<file path="config.mk">
export PLATFORM = sky130hd
export DESIGN_NAME = barrel_sched
export DESIGN_NICKNAME = d
export VERILOG_FILES = /design/src/rtl/barrel_pkg.sv /design/src/rtl/barrel_sched_slot_alloc.sv /design/src/rtl/barrel_sched.sv
export SDC_FILE = /design/constraint.sdc
export NUM_CORES = 1
export LEC_CHECK = 0
export ABC_AREA = 1
export CELL_PAD_IN_SITES_DETAIL_PLACEMENT = 1
export CELL_PAD_IN_SITES_GLOBAL_PLACEMENT = 1
export CORE_MARGIN = 5
export CORE_UTILIZATION = 46
export CTS_CLUSTER_SIZE = 24
export DETAILED_ROUTE_END_ITERATION = 6
export PLACE_DENSITY = 0.89
export SYNTH_ARGS = -nofsm -noshare
export SYNTH_HDL_FRONTEND = slang
export SYNTH_SLANG_ARGS = --single-unit
</file>
<file path="constraint.sdc">
create_clock -name clk -period 3.23 [get_ports clk]
set_input_delay 0.646 -clock clk [delete_from_list [all_inputs] [get_ports clk]]
set_output_delay 0.646 -clock clk [all_outputs]
set_load 0.02 [all_outputs]
</file>
<file path="src/rtl/barrel_pkg.sv">
// Shared types and helpers for the barrel launch scheduler.
package barrel_pkg;

   // Scheduler control state: waiting for a request, or holding off after a launch.
   typedef enum logic {
      ST_IDLE     = 1'b0,
      ST_COOLDOWN = 1'b1
   } barrel_state_t;

   // Upper bound on the number of barrel slots a scheduler instance may manage.
   localparam int MAX_SLOTS = 16;

   // Width of a slot index: $clog2(n), but at least one bit so a single slot still
   // gets a usable index port.
   function automatic int idx_w(input int n);
      int w;
      w = $clog2(n);
      return (w < 1) ? 1 : w;
   endfunction

endpackage : barrel_pkg

</file>
<file path="src/rtl/barrel_sched_slot_alloc.sv">
// Lowest-free-first slot allocator: a purely combinational priority encoder
// that finds the lowest-numbered zero in the busy vector.
module slot_alloc
   import barrel_pkg::*;
#(
   parameter int SLOTS = 8
) (
   input  logic [SLOTS-1:0]          busy,
   output logic [idx_w(SLOTS)-1:0]   idx,
   output logic                      any_free
);

   localparam int IW = idx_w(SLOTS);

   // Scan from the top down so the lowest free slot is the last one to win.
   always_comb begin
      // NOTE: every output gets a default before the loop so no path through
      // this block leaves a value unassigned, which would infer a latch.
      idx      = '0;
      any_free = 1'b0;
      for (int i = SLOTS - 1; i >= 0; i--) begin
         if (!busy[i]) begin
            idx      = IW'(i);
            any_free = 1'b1;
         end
      end
   end

endmodule : slot_alloc

</file>
<file path="src/rtl/barrel_sched.sv">
// Barrel launch scheduler: allocates barrel slots lowest-free-first on each
// accepted launch request (key edge or auto-mode timer), enforces a post-launch
// cooldown, and frees slots on the rising edge of each slot's done level.
module barrel_sched
   import barrel_pkg::*;
#(
   parameter int SLOTS       = 8,
   parameter int DELAY_TIME  = 162_500_000,
   parameter int AUTO_PERIOD = 325_000_000
) (
   input  logic                      clk,
   input  logic                      rst_n,
   input  logic                      game_en,
   input  logic                      animation,
   input  logic                      auto_mode,
   input  logic                      key,
   input  logic [SLOTS-1:0]          done,
   output logic [SLOTS-1:0]          active,
   output logic                      launch,
   output logic [idx_w(SLOTS)-1:0]   launch_idx,
   output logic                      full,
   output logic                      cooling
);

   localparam int IW = idx_w(SLOTS);
   // Counters are sized to hold their terminal value without wrapping.
   localparam int DW = $clog2(DELAY_TIME + 1);
   localparam int AW = $clog2(AUTO_PERIOD + 1);

   localparam logic [DW-1:0] DELAY_LAST = DW'(DELAY_TIME - 1);
   localparam logic [AW-1:0] AUTO_LAST  = AW'(AUTO_PERIOD - 1);

   // Registered state
   barrel_state_t    state_q,      state_d;
   logic             key_q;
   logic [SLOTS-1:0] done_q;
   logic [SLOTS-1:0] active_q,     active_d;
   logic             launch_q,     launch_d;
   logic [IW-1:0]    launch_idx_q, launch_idx_d;
   logic [DW-1:0]    delay_cnt_q,  delay_cnt_d;
   logic [AW-1:0]    auto_cnt_q,   auto_cnt_d;

   // Combinational helpers
   logic             key_req;
   logic [SLOTS-1:0] done_ev;
   logic             auto_run;
   logic             auto_exp;
   logic             request;
   logic             accept;
   logic [IW-1:0]    free_idx;
   logic             any_free;

   // Lowest free slot, taken from the registered active vector so a slot freed
   // in this cycle only becomes eligible from the next cycle on.
   slot_alloc #(
      .SLOTS (SLOTS)
   ) u_alloc (
      .busy     (active_q),
      .idx      (free_idx),
      .any_free (any_free)
   );

   // Edge detection and launch request qualification.
   always_comb begin
      key_req  = key & ~key_q;
      done_ev  = done & ~done_q;
      auto_run = (state_q == ST_IDLE) && auto_mode && game_en && !animation;
      auto_exp = auto_run && (auto_cnt_q == AUTO_LAST);
      request  = auto_mode ? auto_exp : key_req;
      accept   = (state_q == ST_IDLE) && request && game_en && !animation && any_free;
   end

   // Next-state logic for slots, outputs, FSM and both counters.
   always_comb begin
      state_d      = state_q;
      active_d     = active_q & ~done_ev;
      launch_d     = 1'b0;
      launch_idx_d = launch_idx_q;
      delay_cnt_d  = delay_cnt_q;
      auto_cnt_d   = '0;

      // The auto timer only runs while idle and unblocked; expiry restarts it.
      if (auto_run && !auto_exp) begin
         auto_cnt_d = auto_cnt_q + AW'(1);
      end

      unique case (state_q)
         ST_IDLE: begin
            if (accept) begin
               active_d[free_idx] = 1'b1;
               launch_d           = 1'b1;
               launch_idx_d       = free_idx;
               delay_cnt_d        = '0;
               state_d            = ST_COOLDOWN;
            end
         end
         ST_COOLDOWN: begin
            if (delay_cnt_q == DELAY_LAST) begin
               delay_cnt_d = '0;
               state_d     = ST_IDLE;
            end else begin
               delay_cnt_d = delay_cnt_q + DW'(1);
            end
         end
         default: state_d = ST_IDLE;
      endcase

      // Leaving the game flushes every slot and returns to idle; the last
      // launch index is held as an informational value.
      if (!game_en) begin
         state_d     = ST_IDLE;
         active_d    = '0;
         launch_d    = 1'b0;
         delay_cnt_d = '0;
         auto_cnt_d  = '0;
      end
   end

   // Input edge-detect samplers; they track their inputs even while game_en is low.
   always_ff @(posedge clk) begin
      // NOTE: sequential state uses non-blocking assignments so every register
      // updates from pre-edge values, independent of statement order.
      if (!rst_n) begin
         key_q  <= 1'b0;
         done_q <= '0;
      end else begin
         key_q  <= key;
         done_q <= done;
      end
   end

   // Scheduler state register with synchronous active-low reset.
   always_ff @(posedge clk) begin
      if (!rst_n) begin
         state_q      <= ST_IDLE;
         active_q     <= '0;
         launch_q     <= 1'b0;
         launch_idx_q <= '0;
         delay_cnt_q  <= '0;
         auto_cnt_q   <= '0;
      end else begin
         state_q      <= state_d;
         active_q     <= active_d;
         launch_q     <= launch_d;
         launch_idx_q <= launch_idx_d;
         delay_cnt_q  <= delay_cnt_d;
         auto_cnt_q   <= auto_cnt_d;
      end
   end

   assign active     = active_q;
   assign launch     = launch_q;
   assign launch_idx = launch_idx_q;
   assign full       = &active_q;
   assign cooling    = (state_q == ST_COOLDOWN);

endmodule : barrel_sched
</file>
After elaboration in Yosys (flattened, before gate mapping)
Cells that the tools add are included.
{"block": "op_classes", "add_sub_neg": 2, "order_cmp": 2, "eq_ne": 3, "muxes": 27, "n_bitwise": 10, "reduce_logical": 17}
{"operator": "28-bit 2-to-1 mux", "count": 2}
{"operator": "28-bit one-hot mux with 2 select lines", "count": 1}
{"operator": "29-bit by 1-bit adder with 29-bit output (second input constant)", "count": 1}
{"operator": "29-bit == test (second input constant)", "count": 1}
{"operator": "28-bit by 1-bit adder with 28-bit output (second input constant)", "count": 1}
{"operator": "28-bit == test (second input constant)", "count": 1}
{"operator": "3-bit 2-to-1 mux", "count": 8}
{"operator": "8-bit AND", "count": 2}
{"operator": "8-bit 2-to-1 mux", "count": 2}
{"operator": "8-bit NOT", "count": 2}
{"operator": "1-bit 2-to-1 mux", "count": 12}
{"operator": "1-bit logical AND", "count": 10}
{"operator": "8-bit bitwise OR", "count": 1}
{"operator": "8-bit AND reduction", "count": 1}
{"operator": "3-bit by 4-bit < comparator with 1-bit output (second input constant)", "count": 1}
{"operator": "1-bit NOT", "count": 4}
{"operator": "2-bit AND reduction", "count": 2}
{"operator": "1-bit demux with 3-bit select", "count": 1}
{"operator": "3-bit by 1-bit >= comparator with 1-bit output (second input constant)", "count": 1}
{"operator": "3-bit AND reduction", "count": 1}
{"operator": "3-bit OR reduction", "count": 1}
{"operator": "1-bit zero test", "count": 2}
{"operator": "2-bit inequality test (second input constant)", "count": 1}
{"operator": "1-bit one-hot mux with 2 select lines", "count": 1}
{"operator": "1-bit AND", "count": 1}
{"block": "word_totals", "register_bits": 79, "input_bits": 14, "out_inout_bits": 14, "elab_cells": 69}

Depth between registers and ports, before layout
{"block": "logic_depth", "word_depth": 15, "ltp_mapped": 11, "depth_no_buf": 11}

Hierarchy
A second synthesis with hierarchy kept.
{"block": "unflattened", "cells_unflattened": 658, "hier_area_um2": 4304.1}
{"module": "barrel_sched", "instances": 1, "cells_each": 640, "area_per_inst_um2": 4225.3}
{"module": "slot_alloc", "instances": 1, "cells_each": 18, "area_per_inst_um2": 78.8}

Least setup slack after synthesis
Ideal clock, no wire load.
{"block": "synth_timing", "kind": "register -> register", "start": "register active_q[4] (netlist: active[4])", "end": "register delay_cnt_q[21]", "arrival_time_ns": 1.644, "t_required_ns": 3.164, "setup_slack_ns": 1.520, "stages_incl_launch_ff": 10, "path_buffers": 1, "period_less_slack_ns": 1.710, "cell_sequence": "dfxtp_1 nand2_1 inv_1 nand3_1 nor2_1 nor3b_2 nand2_4 nand3_4 buf_12 a21oi_2"}
{"block": "synth_via", "elab_chain_cells": 7}
{"item": "start, declared", "line": "barrel_sched.sv:37", "text": "logic [SLOTS-1:0] active_q, active_d;"}
{"item": "start signal, assigned", "line": "barrel_sched.sv:143", "text": "active_q <= active_d;"}
{"item": "1-bit 2-to-1 mux (5 in series)", "line": "barrel_sched_slot_alloc.sv:22", "text": "if (!busy[i]) begin"}
{"item": "1-bit logical AND", "line": "barrel_sched.sv:70", "text": "accept = (state_q == ST_IDLE) && request && game_en && !animation && any_free;"}
{"item": "2-bit inequality test (no line)"}
{"item": "end signal, assigned", "line": "barrel_sched.sv:146", "text": "delay_cnt_q <= delay_cnt_d;"}
{"item": "end, declared", "line": "barrel_sched.sv:40", "text": "logic [DW-1:0] delay_cnt_q, delay_cnt_d;"}
Every way passes these cells.
A chain may end at the register's enable or synchronous reset.

Worst setup path in the final report
{"block": "layout_timing", "start": "register active_q[4] (netlist: active[4])", "end": "output full"}
{"block": "layout_via", "elab_chain_cells": 1}
{"item": "8-bit AND reduction", "line": "barrel_sched.sv:154", "text": "assign full = &active_q;"}
{"item": "end, declared", "line": "barrel_sched.sv:21", "text": "output logic full,"}
Every way passes these cells.

==> flow_summary.json <==
{
  "clkSinkCount": 79,
  "fmax_ghz": 0.3763,
  "utilization_pct": 52.63,
  "ioPinCount": 28,
  "layout_commonest_cell": "nand2_1",
  "synthTopCellsByArea": "dfxtp_1, nand2_1, inv_1",
  "synth_warnings": 0,
  "cp.arrival_ps": 2010,
  "synth_xor_area_share_pct": 1.438,
  "tightest_slew_ps": 539.6,
  "die_h_um": 106.3,
  "start_util_pct": 46.59,
  "tns_ps": 0,
  "required_ps": 2580,
  "dieWidth_um": 106.3,
  "num-nets-final": 667,
  "grt_pass1_vias": 4538,
  "dr.pass1.iters": 5,
  "multi_input_area_um2": 2216,
  "clockBufferDepth": 2,
  "dpl.hpwl_mm": 8.822,
  "grt_use_total_pct": 23.29,
  "async_flop_share_pct": 0,
  "layout-drive-gt1-share_pct": 11.74,
  "startpoint_type": "register",
  "numCtsBuffers": 9,
  "grt_setup_unrepaired": "no",
  "ir_drop_mv": 0.2241,
  "critical_path_class": "reg2out",
  "synthAdderAreaFrac_pct": 0.5869,
  "grt_overflow_total": 0,
  "antenna_found_initial": 0,
  "ctsHoldBuffers": 0,
  "slew_violations": 0,
  "setup_viol": 0,
  "synth_compound_area_share_pct": 11.30,
  "routed_wl_mm": 12.59,
  "cts_tree": "yes",
  "path_clk_slew_ps": 100,
  "post_drt_wl_per_cell_um": 16.41,
  "leakagePower_nw": 1.699,
  "drc": 0,
  "clockRootBuffer": "clkbuf_8",
  "fill_cells": 1217,
  "io_buffers": 27,
  "status": "finished clean",
  "detail-route-antenna-nets": 0,
  "diodes": 0,
  "mostFrequentLayoutCells": "nand2_1, inv_1, dfxtp_1",
  "finalCritPeriodShare_pct": 82.27,
  "place.gp.congestion": 0.8154,
  "synthFlopType": "dfxtp_1",
  "syn_area_per_cell_um2": 6.866,
  "netlist_instances": 621,
  "drt_iter0_markers": 221,
  "finalPower_mw": 1.877,
  "synth-edff-count": 0,
  "post_cts_buffers": 0,
  "cts_max_level": 3,
  "yosys_register_bits": 79,
  "cts_resized": 0,
  "synth-simple-area-share_pct": 38.64,
  "regArea_um2": 1582,
  "die_area_um2": 11300,
  "layout_setup_ws_ps": 572.7,
  "muxShareOfSynthArea_pct": 0,
  "ys_types": 40,
  "netlist_area_um2": 4264,
  "clk_latency_ps": 370,
  "synth_area_leader_cell": "dfxtp_1",
  "core_area_um2": 9153,
  "vias": 4225,
  "synth_top_family_by_area": "simple AND/OR/NAND/NOR gates",
  "relSlewSlack_pct": 63.99,
  "max_cap_viol_count": 0,
  "grt_pass1_wl_mm": 21.42,
  "cp_max_fo": 4,
  "synth_top_area_share_pct": 37.09,
  "place_ws_ps": 659.6,
  "p_per_area_nw_per_um2": 389.7,
  "min_path_type": "reg2reg",
  "grt_max_degree": 30,
  "clock-skew-final_ps": 16.27,
  "synth_nets": 637,
  "end_kind": "primary output",
  "viasPerCell": 5.508,
  "fin_crit_ps": 2657,
  "area_delta_synth_final_pct": 12.97,
  "yosysSeqAreaShare_pct": 37.09,
  "rows": 35,
  "hold_violations": 0
}
-- per-stage QoR --
stage / instance area, um2 / cells / hold slack (ps)
3_5_place_dp: 4606 / 751 / 465.6
2_1_floorplan: 4264 / 621 / 429.6
5_1_grt: 4817 / 767 / 522.7
6_report: 4817 / 767 / 479.6
4_1_cts: 4817 / 767 / 486.7
3_3_place_gp: 4606 / 751 / 444.4
-- critical path: stages, from the launching register on --
cell,delay (ps)
dfxtp_1,400
nand2_1,70
inv_1,100
nand3_1,100
nor2_1,280
clkdlybuf4s50_1,680
-- cell usage after synthesis (2+ instances only) --
cell type / number
o21ai_1: 7
buf_4: 2
nor2_2: 8
a21oi_1: 28
nand2_4: 3
nand2_2: 11
nor2_4: 7
clkbuf_1: 3
o22ai_1: 3
a21oi_2: 6
xor2_1: 6
o21bai_1: 2
o21ai_2: 5
inv_2: 4
nor3_2: 3
nor3b_2: 3
nor3b_1: 6
nand2_1: 123
ha_1: 2
o21ai_0: 31
inv_1: 95
nand4_1: 18
buf_2: 2
or2_2: 3
nor3_1: 19
nand3_2: 2
dfxtp_1: 79
nor2_1: 69
nand3_1: 58
buf_6: 3
-- power breakdown --
| part | switching [mW] | leakage, nW | internal (mW) |
|---|---|---|---|
| clock | 0.442 | 0.109 | 0.378 |
| sequential | 0.00336 | 0.639 | 0.981 |
| combinational | 0.0452 | 0.951 | 0.0277 |
-- kinds of logic after synthesis --
kind of cell | count (synthesis)
AND/OR/NAND/NOR | 337
buffers and inverters | 111
AO/OA/AOI/OAI | 85
flip-flops | 79
XOR/XNOR | 7
adder cells (fa/ha/maj) | 2
-- metal layers --
metal,global-route usage [%],wire [um]
met2,42.40,6326
met3,4.189,382
met5,0,0
met4,6.198,194
met1,28.05,5685
-- path summary, 6_finish.rpt --
check / start / end / slack (ps) / cells after the start
max: active[4]$_SDFF_PN0_ / full / 570 / 5
min: auto_cnt_q[0]$_SDFF_PN0_ / auto_cnt_q[0]$_SDFF_PN0_ / 480 / 1
max reg2reg: active[4]$_SDFF_PN0_ / delay_cnt_q[8]$_SDFFE_PN0P_ / 1260 / 8
min reg2reg: auto_cnt_q[0]$_SDFF_PN0_ / auto_cnt_q[0]$_SDFF_PN0_ / 480 / 1
-- area by class of cell --
class                           count  share of cell area (%)
Multi-Input combinational cell    431                   46.00
Sequential cell                    79                   32.83
Inverter                          100                   7.818
Timing Repair Buffer               30                   6.078
Tap cell                          111                   2.883
Clock buffer                        9                   2.571
Clock inverter                      7                   1.818
-- sequential cells by signal, summed over array words and instances (netlist names) --
register     cells
launch_idx       3
delay_cnt_q     28
active           8
done_q           8
auto_cnt_q      29
launch           1
key_q            1
cooling          1
Power figures use the tool's default switching activity.
